<file path="src/rtl/ff_pkg.sv">
// Shared flip-flop personality encodings for the universal flip-flop bank.
// Pure declarations; no logic, no latency.
package ff_pkg;

    localparam int unsigned MODE_W = 2;

    typedef enum logic [MODE_W-1:0] {
        MODE_D  = 2'b00,
        MODE_T  = 2'b01,
        MODE_SR = 2'b10,
        MODE_JK = 2'b11
    } mode_e;

endpackage

</file>
<file path="src/rtl/ff_cell.sv">
// One bank bit: D/T/SR/JK next-state decode plus its register; 1 clk latency.
// No backpressure; ill is a combinational flag for an enabled SR 11 request.
module ff_cell
    import ff_pkg::*;
(
    input  logic  clk,
    input  logic  rst,
    input  logic  en,
    input  mode_e mode,
    input  logic  a,
    input  logic  b,
    output logic  q,
    output logic  ill
);

    logic q_d;
    logic q_q;

    always_comb begin
        q_d = q_q;
        ill = 1'b0;
        if (en) begin
            case (mode)
                MODE_D:  q_d = a;
                MODE_T:  q_d = q_q ^ a;
                MODE_SR: begin
                    // 11 is a defined hold so q never goes unknown; it is only flagged.
                    case ({a, b})
                        2'b01:   q_d = 1'b0;
                        2'b10:   q_d = 1'b1;
                        2'b11:   ill = 1'b1;
                        default: q_d = q_q;
                    endcase
                end
                MODE_JK: begin
                    case ({a, b})
                        2'b01:   q_d = 1'b0;
                        2'b10:   q_d = 1'b1;
                        2'b11:   q_d = ~q_q;
                        default: q_d = q_q;
                    endcase
                end
                default: q_d = q_q;
            endcase
        end
    end

    always_ff @(posedge clk or negedge rst) begin
        if (!rst) begin
            q_q <= 1'b0;
        end else begin
            q_q <= q_d;
        end
    end

    assign q = q_q;

endmodule

</file>
<file path="src/rtl/universal_ff_bank.sv">
// WIDTH-bit bank of mode-selectable flip-flops with a registered illegal-SR pulse
// and saturating error counter; 1 clk latency on q/illegal/err_cnt, no backpressure.
module universal_ff_bank
    import ff_pkg::*;
#(
    parameter int unsigned WIDTH = 8,
    parameter int unsigned ERR_W = 4
) (
    input  logic             clk,
    input  logic             rst,
    input  logic             en,
    input  logic [1:0]       mode,
    input  logic [WIDTH-1:0] a,
    input  logic [WIDTH-1:0] b,
    input  logic             clr_err,
    output logic [WIDTH-1:0] q,
    output logic [WIDTH-1:0] qn,
    output logic             illegal,
    output logic [ERR_W-1:0] err_cnt
);

    localparam logic [ERR_W-1:0] ERR_MAX = {ERR_W{1'b1}};

    mode_e            mode_s;
    logic [WIDTH-1:0] ill_vec;
    logic             ill_any;
    logic             illegal_q;
    logic [ERR_W-1:0] err_cnt_d;
    logic [ERR_W-1:0] err_cnt_q;

    assign mode_s = mode_e'(mode);

    for (genvar i = 0; i < WIDTH; i++) begin : g_cell
        ff_cell u_cell (
            .clk  (clk),
            .rst  (rst),
            .en   (en),
            .mode (mode_s),
            .a    (a[i]),
            .b    (b[i]),
            .q    (q[i]),
            .ill  (ill_vec[i])
        );
    end

    // One event per cycle no matter how many bits requested SR 11.
    assign ill_any = |ill_vec;

    always_comb begin
        err_cnt_d = err_cnt_q;
        if (clr_err) begin
            err_cnt_d = ill_any ? ERR_W'(1) : '0;
        end else if (ill_any && (err_cnt_q != ERR_MAX)) begin
            err_cnt_d = err_cnt_q + ERR_W'(1);
        end
    end

    always_ff @(posedge clk or negedge rst) begin
        if (!rst) begin
            illegal_q <= 1'b0;
            err_cnt_q <= '0;
        end else begin
            illegal_q <= ill_any;
            err_cnt_q <= err_cnt_d;
        end
    end

    assign qn      = ~q;
    assign illegal = illegal_q;
    assign err_cnt = err_cnt_q;

endmodule

</file>
<file path="config.mk">
export PLATFORM = sky130hd
export DESIGN_NAME = universal_ff_bank
export DESIGN_NICKNAME = d
export VERILOG_FILES = /design/src/rtl/ff_pkg.sv /design/src/rtl/ff_cell.sv /design/src/rtl/universal_ff_bank.sv
export SDC_FILE = /design/constraint.sdc
export NUM_CORES = 1
export LEC_CHECK = 0
export BUFFER_PORTS_ARGS = -buffer_cell sky130_fd_sc_hd__buf_4
export CORE_MARGIN = 1.5
export CORE_UTILIZATION = 51
export DETAILED_ROUTE_END_ITERATION = 10
export PLACE_DENSITY = 0.92
export SKIP_CTS_REPAIR_TIMING = 1
export SLEW_MARGIN = 40
export SYNTH_ARGS = -nofsm -noshare
export SYNTH_HDL_FRONTEND = slang
export SYNTH_SLANG_ARGS = --single-unit
</file>
<file path="constraint.sdc">
create_clock -name clk -period 3.8 [get_ports clk]
set_clock_uncertainty 0.15 [all_clocks]
set_input_delay 0.38 -clock clk [delete_from_list [all_inputs] [get_ports clk]]
set_output_delay 0.38 -clock clk [all_outputs]
set_load 0.01 [all_outputs]
</file>
### Word-level counts from Yosys, hierarchy flattened

Cells that the tools add are included.

* add/subtract/negate cells: 1
* bitwise operators: 17
* reduce and logical (&&, ||, !) cells: 12
* multiplexer cells: 51
* equal/unequal tests: 44

Operators by type and width (count)
* $eq 2x2->1 const B: 18
* $ne 4x1->1 const B: 8
* $pmux 1 s4: 8
* $mux 1: 25
* $ne 3x1->1 const B: 8
* $pmux 1 s3: 8
* $reduce_and 3->1: 8
* $eq 2x1->1 const B: 9
* $pmux 1 s2: 8
* $mux 4: 2
* $not 1->1: 8
* $not 8->8: 1
* $reduce_or 8->1: 1
* $xor 1x1->1: 8
* $add 4x1->4 const B: 1
* $ne 4x4->1 const B: 1
* $logic_not 2->1: 1
* $reduce_bool 2->1: 1
* $logic_and 1x1->1: 1

* output and inout bits: 21
* logic and storage cells: 135
* bits in registers: 13
* input port bits: 22

### Logic depth before layout (Yosys ltp)

Gate-level depths: netlist of the first run.

* depth in word-level cells: 8
* gate-level depth with buffers: 6

### Modules after synthesis

A second synthesis of the first run with hierarchy kept.

* cell total of the unflattened synthesis: 168
* area total of the unflattened synthesis: 1634.1 um2

Modules (own cells, without submodules)
* ff_cell: instances 8, area each 167.7 um2, seq. area each 25.0 um2, cells each 17
* universal_ff_bank: instances 1, area each 292.8 um2, seq. area each 125.1 um2, cells each 32

### Worst setup path before layout of the first run

OpenSTA, ideal clock, no wires.

* kind: input -> register
* start point: input b[6]
* end point: register err_cnt_q[3], in the netlist err_cnt[3]
* slack: 2.005 ns
* path buffers: 1
* data required time: 3.525 ns
* stages: 5
* arrival: 1.520 ns
* cell sequence: a22o_1 > o41a_1 > buf_6 > nand3_1 > mux2_2

* longest elaborated chain between the ends: 7

RTL lines
* from (decl): RTL line universal_ff_bank.sv:14 `input logic [WIDTH-1:0] b,`
* $eq 2x2->1: RTL line ff_cell.sv:28 `case ({a, b})`
* $mux 1: RTL line ff_cell.sv:28
* $mux 1: RTL line ff_cell.sv:23 `case (mode)`
* $mux 1: RTL line ff_cell.sv:22 `if (en) begin`
* $reduce_or 8->1: RTL line universal_ff_bank.sv:47 `assign ill_any = |ill_vec;`
* via ill_any: RTL line universal_ff_bank.sv:26 `logic ill_any;`
* $logic_and 1x1->1: RTL line universal_ff_bank.sv:53 `end else if (ill_any && (err_cnt_q != ERR_MAX)) begin`
* $reduce_bool 2->1 (no source line)
* to (signal assigned): RTL line universal_ff_bank.sv:64 `err_cnt_q <= err_cnt_d;`
* to (decl): RTL line universal_ff_bank.sv:29 `logic [ERR_W-1:0] err_cnt_q;`

The timed path passes the listed nets, and every way through them passes these cells.
A chain may end at the register's enable or synchronous reset.

### Worst setup path after layout of the first run

* start point: input b[6]
* end point: register err_cnt_q[3], in the netlist err_cnt[3]

* longest elaborated chain between the ends: 7

RTL lines (RTL line)
* $eq 2x2->1: ff_cell.sv:28
* $mux 1: ff_cell.sv:28
* $mux 1: ff_cell.sv:23
* $mux 1: ff_cell.sv:22
* $reduce_or 8->1: universal_ff_bank.sv:47
* $logic_and 1x1->1: universal_ff_bank.sv:53
* $reduce_bool 2->1 (no source line)

No other way between the ends.

==> results_tabular.tex, run 1 <==
\begin{tabular}{lr}
\hline
Metric & Value \\
\hline
\multicolumn{2}{l}{\textbf{Synth}} \\
\quad Combinational family with the most area after synthesis & compound AO/OA/AOI/OAI gates \\
\quad Average cell area after synthesis & $\sim$8.5 µm² \\
\quad Synthesized netlist net count & 144 \\
\quad Post-synthesis simple-gate area fraction & 0.186 \\
\quad Sequential share of the synthesized area & 0.316 \\
\quad Seq cells post-synth & 13 \\
\quad Unique masters post-synth & 30 \\
\quad Instance count of the mapped netlist & around 120 \\
\quad Top cell type's share of synthesized area & 0.316 \\
\quad Library cell occupying the most area in the post-synthesis netlist & sky130\_fd\_sc\_hd\_\_dfrtp\_1 \\
\quad Multiplexer area fraction after synthesis & 0.0109 \\
\quad Synth area leaders & sky130\_fd\_sc\_hd\_\_dfrtp\_1 (32\%), sky130\_fd\_sc\_hd\_\_a221o\_1 (5.8\%), sky130\_fd\_sc\_hd\_\_buf\_4 (5.8\%), sky130\_fd\_sc\_hd\_\_inv\_1 (4.7\%), sky130\_fd\_sc\_hd\_\_nor3b\_1 (4.4\%) \\
\quad Share of the synthesized netlist area taken by xor and xnor gates & 0 \\
\quad Netlist area before placement & 0.00103 mm² \\
\quad Area share of fa/ha/maj cells after synthesis & 0.0122 \\
\quad Total of warnings raised by yosys & 0 \\
\quad Compound-cell area share of the yosys netlist & 0.317 \\
\multicolumn{2}{l}{\textbf{Hold path}} \\
\quad Worst Hold Path EP & g\_cell[4].u\_cell.q \\
\quad Startpoint of the worst hold path & b[4] \\
\quad Depth of the worst hold-timing path & 2 \\
\quad Type of the worst min-delay path & in -> reg \\
\multicolumn{2}{l}{\textbf{Clock network}} \\
\quad Sinks on the clock net & 13 \\
\quad Number of buffers on the longest clock path & 2 \\
\quad H-tree depth & 1 \\
\quad Worst-Skew Late Latency & 0.27 ns \\
\quad Clock transition at the registers of the reported paths & 0.08 ns \\
\quad TritonCTS clock tree & yes \\
\quad Cell chosen for the clock root & sky130\_fd\_sc\_hd\_\_clkbuf\_4 \\
\quad Clock buffers created by TritonCTS & 3 \\
\multicolumn{2}{l}{\textbf{STA}} \\
\quad Slew Viols, Final & 0 \\
\quad Achievable frequency & 586 MHz \\
\quad Crit path time final & 1.71 ns \\
\quad Final hold violation count & 0 \\
\quad Relative slew margins & 0.795 \\
\quad Period utilisation layout & 0.449 \\
\quad Sum of negative setup slack & 0 ns \\
\quad RSZ-0062 raised after global routing & no \\
\quad Transition time of the tightest slew-check pin & 0.307 ns \\
\quad Endpoints failing setup & 0 \\
\multicolumn{2}{l}{\textbf{Power}} \\
\quad Highest ir drop seen on vdd & a little under 0.2 mV \\
\quad Final Total Pwr & 0.452 mW \\
\quad Leakage power figure & roughly 0.64 nW \\
\quad Total power density per cell area & between 300 and 400 mW/mm² \\
\multicolumn{2}{l}{\textbf{Die}} \\
\quad Core Region & around 0.0019 mm² \\
\quad Chip Width & about 48 µm \\
\quad Height of the die & 47.9 µm \\
\quad Row count & 16 \\
\quad Num ports & 43 \\
\quad Die outline area & approximately 0.0023 mm² \\
\quad Starting utilization of the core area & 0.536 \\
\multicolumn{2}{l}{\textbf{Routing}} \\
\quad Count of vias placed by the detailed router & 1083 \\
\quad DRC marker count from the first detailed-route iteration & 38 \\
\quad Antenna Nets Post-Route & 0 \\
\quad Final wirelength & about 2500 µm \\
\quad Average vias per placed instance & roughly 6 \\
\quad Routed wire per std cell & about 14 µm \\
\quad DR DRC count & 0 \\
\quad Router iterations before antenna repair & 4 \\
\multicolumn{2}{l}{\textbf{Cells and area}} \\
\quad Final-stage net count & approximately 180 \\
\quad Final core utilization & 0.677 \\
\quad Antenna diode instance count & 0 \\
\quad FILL cells & 169 \\
\quad Proportion of layout cells with a drive suffix above 1 & 0.327 \\
\quad Area Growth Syn to Fin & 26.4\% \\
\multicolumn{2}{l}{\textbf{Worst setup path}} \\
\quad Worst reg2reg endpoint & err\_cnt[3] \\
\quad Type of the worst setup path & in -> reg \\
\quad Reg2reg path depth & 4 \\
\quad Data arrival, critical path & 1.72 ns \\
\quad CP required & around 3.8 ns \\
\quad Launch point of the worst path & b[6] \\
\quad Nature of the critical path startpoint & input port \\
\quad Critical Path End Type & register \\
\quad Largest fanout of any net on the critical path & 8 \\
\quad Reg2reg setup slack & 2.15 ns \\
\quad Worst r2r src & err\_cnt[0] \\
\multicolumn{2}{l}{\textbf{GRT}} \\
\quad Initial antenna violation count & 0 \\
\quad Wire length of the first global-routing pass & 3710 µm \\
\quad Total global-route track usage & 0.232 \\
\quad Maximum number of pins on one net before global-route repair & 26 \\
\quad Total gr overflow & 0 \\
\quad Vias in the first global route & 909 \\
\multicolumn{2}{l}{\textbf{Place}} \\
\quad Quantity of I/O buffers inserted on ports & 42 \\
\quad RePlAce Congestion & a little over 0.8 \\
\quad Post-detail-place hpwl & 1920 µm \\
\multicolumn{2}{l}{\textbf{Run}} \\
\quad Max-cap violations & 0 \\
\multicolumn{2}{l}{\textbf{Outcome}} \\
\quad Outcome & completed \\
\hline
\end{tabular}
## Yosys cell counts
cell type,number
sky130_fd_sc_hd__a211oi_1,1
sky130_fd_sc_hd__a21oi_1,8
sky130_fd_sc_hd__a221o_1,6
sky130_fd_sc_hd__a22o_1,3
sky130_fd_sc_hd__a22o_2,1
sky130_fd_sc_hd__a22oi_1,2
sky130_fd_sc_hd__a311oi_2,1
sky130_fd_sc_hd__a41o_1,1
sky130_fd_sc_hd__a41o_2,1
sky130_fd_sc_hd__and3_1,4
sky130_fd_sc_hd__and3b_2,1
sky130_fd_sc_hd__buf_4,8
sky130_fd_sc_hd__buf_6,1
sky130_fd_sc_hd__clkbuf_1,4
sky130_fd_sc_hd__clkbuf_8,2
sky130_fd_sc_hd__dfrtp_1,13
sky130_fd_sc_hd__ha_1,1
sky130_fd_sc_hd__inv_1,13
sky130_fd_sc_hd__mux2_2,1
sky130_fd_sc_hd__nand2_1,7
sky130_fd_sc_hd__nand3_1,8
sky130_fd_sc_hd__nor2_1,3
sky130_fd_sc_hd__nor2b_1,3
sky130_fd_sc_hd__nor3_1,3
sky130_fd_sc_hd__nor3b_1,6
sky130_fd_sc_hd__o211ai_1,2
sky130_fd_sc_hd__o21ai_0,8
sky130_fd_sc_hd__o31ai_1,6
sky130_fd_sc_hd__o32a_1,2
sky130_fd_sc_hd__o41a_1,1
## layout make-up
| cell class | count | area [µm²] | share of cell area |
|---|---|---|---|
| Tap cell | 27 | 33.8 | 0.0260 |
| Timing Repair Buffer | 43 | 325 | 0.250 |
| Sequential cell | 13 | 325 | 0.250 |
| Multi-Input combinational cell | 80 | 542 | 0.416 |
| Inverter | 13 | 48.8 | 0.0375 |
| Clock buffer | 4 | 26.3 | 0.0202 |
## logic make-up (layout without fill, tap and decap cells)
logic type,after synthesis,after routing
AO/OA/AOI/OAI,43,43
AND/OR/NAND/NOR,35,35
buffers and inverters,28,60
flip-flops,13,13
adder cells (fa/ha/maj),1,1
multiplexers,1,1
## worst max-delay path, stage by stage
cell,delay (ns)
sky130_fd_sc_hd__buf_4,0.11
sky130_fd_sc_hd__a22o_1,0.23
sky130_fd_sc_hd__o41a_1,0.54
sky130_fd_sc_hd__nand3_1,0.12
sky130_fd_sc_hd__mux2_2,0.34
## report_power, final
part | leakage [nW] | switching [mW] | internal (mW) | total, mW
registers | 0.161 | 0.0229 | 0.157 | 0.180
logic | 0.465 | 0.0895 | 0.0965 | 0.186
clock network | 0.0150 | 0.0454 | 0.0407 | 0.0861
total | 0.641 | 0.158 | 0.295 | 0.452
## flip-flops by register name (all words and copies together) (netlist names)
signal           flops
err_cnt              4
illegal              1
g_cell.u_cell.q      8
## cell usage in the layout (no fill, tap or decap), types with 6 or more instances in the layout
cell | Yosys | layout
sky130_fd_sc_hd__o31ai_1 | 6 | 6
sky130_fd_sc_hd__dfrtp_1 | 13 | 13
sky130_fd_sc_hd__a21oi_1 | 8 | 8
sky130_fd_sc_hd__a221o_1 | 6 | 6
sky130_fd_sc_hd__o21ai_0 | 8 | 8
sky130_fd_sc_hd__buf_4 | 8 | 42
sky130_fd_sc_hd__nand3_1 | 8 | 8
sky130_fd_sc_hd__nor3b_1 | 6 | 6
sky130_fd_sc_hd__inv_1 | 13 | 13
sky130_fd_sc_hd__nand2_1 | 7 | 7
## worst max path at each step
stage,end,slack (ns)
floorplan,err_cnt[3],2.01
detailed placement,err_cnt[3],1.80
CTS,err_cnt[3],2.09
global placement,err_cnt[3],1.83
global route,err_cnt[3],2.04
finish,err_cnt[3],2.09
## metrics by stage
step / cells / worst slack (ns) / hold WS (ns) / area, µm²
after global placement: 175 / 1.83 / 0.0832 / 1260
after floorplan: 121 / 2.01 / -0.0656 / 1030
after detailed placement: 175 / 1.80 / 0.0816 / 1260
final: 180 / 2.09 / 0.169 / 1300
after global routing: 180 / 2.04 / 0.178 / 1300
after CTS: 179 / 2.09 / -0.219 / 1290
## per-layer routing
metal | up-vias | global-route usage | share of wire
met2 | 67 | 0.424 | 0.50
met1 | 497 | 0.244 | 0.40
li1 | 511 | - | -
met3 | 8 | 0.0604 | 0.083
met4 | 0 | 0.108 | 0.012
met5 | - | 0 | 0
Note: power is estimated with default switching activity, not from simulation.
==> run 2, diff against run 1 <==
--- a/config.mk
+++ b/config.mk
@@ -7,9 +7,9 @@
 export LEC_CHECK = 0
 export BUFFER_PORTS_ARGS = -buffer_cell sky130_fd_sc_hd__buf_4
 export CORE_MARGIN = 1.5
-export CORE_UTILIZATION = 51
+export CORE_UTILIZATION = 47
 export DETAILED_ROUTE_END_ITERATION = 10
-export PLACE_DENSITY = 0.92
+export PLACE_DENSITY = 0.87
 export SKIP_CTS_REPAIR_TIMING = 1
 export SLEW_MARGIN = 40
 export SYNTH_ARGS = -nofsm -noshare
==> constraint.sdc (replaced) <==
create_clock -name clk -period 1.7 [get_ports clk]
set_clock_uncertainty 0.15 [all_clocks]
set_input_delay 0.17 -clock clk [delete_from_list [all_inputs] [get_ports clk]]
set_output_delay 0.17 -clock clk [all_outputs]
set_load 0.01 [all_outputs]
==> run 2 against run 1 <==
Effect of this change: final area increased by 7.5%; global-route usage increased by 0.39 points; final cell count increased by 6.7%; largest cell class unchanged; highest routed layer unchanged.
==> results_tabular.tex, run 2 (synthesized netlist as in run 1, its figures left out) <==
\begin{tabular}{lr}
\hline
Metric & Value \\
\hline
\multicolumn{2}{l}{\textbf{Cells and area}} \\
\quad Proportion of layout cells with a drive suffix above 1 & 0.376 (+0.0490) \\
\quad Antenna diode instance count & 0 (unchanged) \\
\quad Area Growth Syn to Fin & 35.8\% \\
\quad Final cell count without fillers & 192 (+6.7\%) \\
\quad Leading cell types in the layout, fill and taps excluded & sky130\_fd\_sc\_hd\_\_buf\_4 (53), sky130\_fd\_sc\_hd\_\_inv\_1 (13), sky130\_fd\_sc\_hd\_\_dfrtp\_1 (13) \\
\quad FILL cells & 160 (-5.3\%) \\
\quad Final-stage net count & 189 (+6.8\%) \\
\quad Final core utilization & 0.692 (+0.0147) \\
\quad Most common cell after layout, fill and taps aside & sky130\_fd\_sc\_hd\_\_buf\_4 \\
\quad Finished Cell Area & 0.00140 mm² (+7.5\%) \\
\quad Max reg flops & 8 (unchanged) \\
\multicolumn{2}{l}{\textbf{Die}} \\
\quad Core Region & 0.00202 mm² (+5.2\%) \\
\quad Height of the die & 49.8 µm (+3.9\%) \\
\quad Row count & 16 (unchanged) \\
\quad Num ports & 43 (unchanged) \\
\quad Starting utilization of the core area & 0.509 (-0.0265) \\
\quad Chip Width & 49.8 µm (+3.9\%) \\
\quad Die outline area & 0.00248 mm² (+8.0\%) \\
\multicolumn{2}{l}{\textbf{GRT}} \\
\quad Initial antenna violation count & 0 (unchanged) \\
\quad Total global-route track usage & 0.236 (+0.00388) \\
\quad Vias in the first global route & 1087 (+20\%) \\
\quad Total gr overflow & 0 (unchanged) \\
\quad Wire length of the first global-routing pass & 4600 µm (+24\%) \\
\quad Maximum number of pins on one net before global-route repair & 25 (-3.8\%) \\
\multicolumn{2}{l}{\textbf{Worst setup path}} \\
\quad Reg2reg path depth & 4 (unchanged) \\
\quad CP required & 1.71 ns (-2.10 ns) \\
\quad Critical Path End Type & register \\
\quad Type of the worst setup path & reg -> reg \\
\quad Data arrival, critical path & 1.53 ns (-0.19 ns) \\
\quad Largest fanout of any net on the critical path & 6 (-2) \\
\quad Nature of the critical path startpoint & register \\
\multicolumn{2}{l}{\textbf{Clock network}} \\
\quad Number of buffers on the longest clock path & 2 (unchanged) \\
\quad H-tree depth & 1 (unchanged) \\
\quad Clock buffers created by TritonCTS & 3 (unchanged) \\
\quad Cell chosen for the clock root & sky130\_fd\_sc\_hd\_\_clkbuf\_4 \\
\quad Worst-Skew Late Latency & 0.27 ns (about the same) \\
\quad Clock transition at the registers of the reported paths & 0.08 ns (about the same) \\
\quad Sinks on the clock net & 13 (unchanged) \\
\quad TritonCTS clock tree & yes \\
\multicolumn{2}{l}{\textbf{Power}} \\
\quad Total power density per cell area & 740 mW/mm² (+110\%) \\
\quad Clock share of power & 0.185 (-0.005) \\
\quad Internal Dissipation & 0.675 mW (+130\%) \\
\quad Final Total Pwr & 1.03 mW (+130\%) \\
\quad Highest ir drop seen on vdd & 0.432 mV (+120\%) \\
\quad Portion of total power attributed to combinational logic & 0.427 (+0.016) \\
\quad Switching Fraction & 0.348 (-0.000897) \\
\quad Sequential share of power & 0.389 (-0.009) \\
\quad Sw power & 0.360 mW (+130\%) \\
\quad Leakage power figure & 0.699 nW (+9.1\%) \\
\multicolumn{2}{l}{\textbf{STA}} \\
\quad Relative slew margins & 0.791 (-0.00425) \\
\quad Endpoints failing setup & 0 (unchanged) \\
\quad Final hold violation count & 0 (unchanged) \\
\quad Transition time of the tightest slew-check pin & 0.313 ns (+0.00569 ns) \\
\quad Period utilisation layout & 0.894 \\
\quad RSZ-0062 raised after global routing & no \\
\quad Sum of negative setup slack & 0 ns (unchanged) \\
\quad Slew Viols, Final & 0 (unchanged) \\
\quad Crit path time final & about 1.5 ns \\
\quad Achievable frequency & 658 MHz \\
\multicolumn{2}{l}{\textbf{Place}} \\
\quad RePlAce Congestion & 0.803 (-2.2\%) \\
\quad Quantity of I/O buffers inserted on ports & 42 (unchanged) \\
\quad Post-detail-place hpwl & 2140 µm (+11\%) \\
\quad Total instance count after detailed placement & 186 (+6.3\%) \\
\quad Standard cell area after detailed placement & 0.00135 mm² (+6.5\%) \\
\multicolumn{2}{l}{\textbf{Routing}} \\
\quad Average vias per placed instance & 5.89 (-2.2\%) \\
\quad DRC marker count from the first detailed-route iteration & 45 (+18\%) \\
\quad Router iterations before antenna repair & 4 (unchanged) \\
\quad Routed wire per std cell & 14.4 µm (+2.1\%) \\
\quad DR DRC count & 0 (unchanged) \\
\quad Count of vias placed by the detailed router & 1130 (+4.3\%) \\
\quad Final wirelength & 2760 µm (+8.9\%) \\
\quad Antenna Nets Post-Route & 0 (unchanged) \\
\multicolumn{2}{l}{\textbf{Run}} \\
\quad Max-cap violations & 0 (unchanged) \\
\multicolumn{2}{l}{\textbf{Outcome}} \\
\quad Outcome & completed \\
\multicolumn{2}{l}{\textbf{Hold path}} \\
\quad Depth of the worst hold-timing path & 3 (+1) \\
\quad Type of the worst min-delay path & in -> reg \\
\hline
\end{tabular}
[run 2: critical path, cell delays in order (launching register included)]
cell and delay (ns):
sky130_fd_sc_hd__dfrtp_1 0.42, sky130_fd_sc_hd__ha_1 0.25, sky130_fd_sc_hd__nand3_2 0.14, sky130_fd_sc_hd__nand3_1 0.12, sky130_fd_sc_hd__mux2_2 0.33
[run 2: stage by stage]
step | hold WS (ns) | setup slack (ns)
finish | 0.0539 | 0.180
global route | 0.0550 | 0.0817
CTS | -0.418 | 0.114
detailed placement | -0.124 | -0.0525
global placement | -0.124 | -0.0212
floorplan | -0.276 | 0.115
[run 2: per-layer routing]
layer  vias up  GRT usage  wire length [µm]
met2        56      0.404              1360
li1        533          -                 -
met4         0     0.0926                50
met5         -          0                 0
met1       535      0.294              1160
met3         6     0.0364               189
[run 2: area by class of cell]
class                   count  area [µm²]  area share
inverters                  13        48.8      0.0349
clock buffers               4        26.3      0.0188
multi-input cells          80         547       0.391
well taps                  27        33.8      0.0242
flip-flops and latches     13         325       0.233
repair buffers             55         418       0.299
[run 2: worst paths after layout]
check / from / to / slack, ns
max: err_cnt[0] / err_cnt[3] / 0.18
min: b[0] / g_cell[0].u_cell.q / 0.05
max reg2reg: err_cnt[0] / err_cnt[3] / 0.18
min reg2reg: g_cell[2].u_cell.q / g_cell[2].u_cell.q / 0.44
max in group asynchronous: rst / g_cell[6].u_cell.q / 1.11
min in group asynchronous: rst / g_cell[0].u_cell.q / 0.13
[run 2: power by group through the flow]
stage | logic (mW) | registers [mW] | clock network, mW
floorplan | 0.269 | 0.394 | 0
global placement | 0.421 | 0.401 | 0
detailed placement | 0.438 | 0.406 | 0
CTS | 0.438 | 0.401 | 0.192
global route | 0.480 | 0.408 | 0.214
finish | 0.441 | 0.402 | 0.191
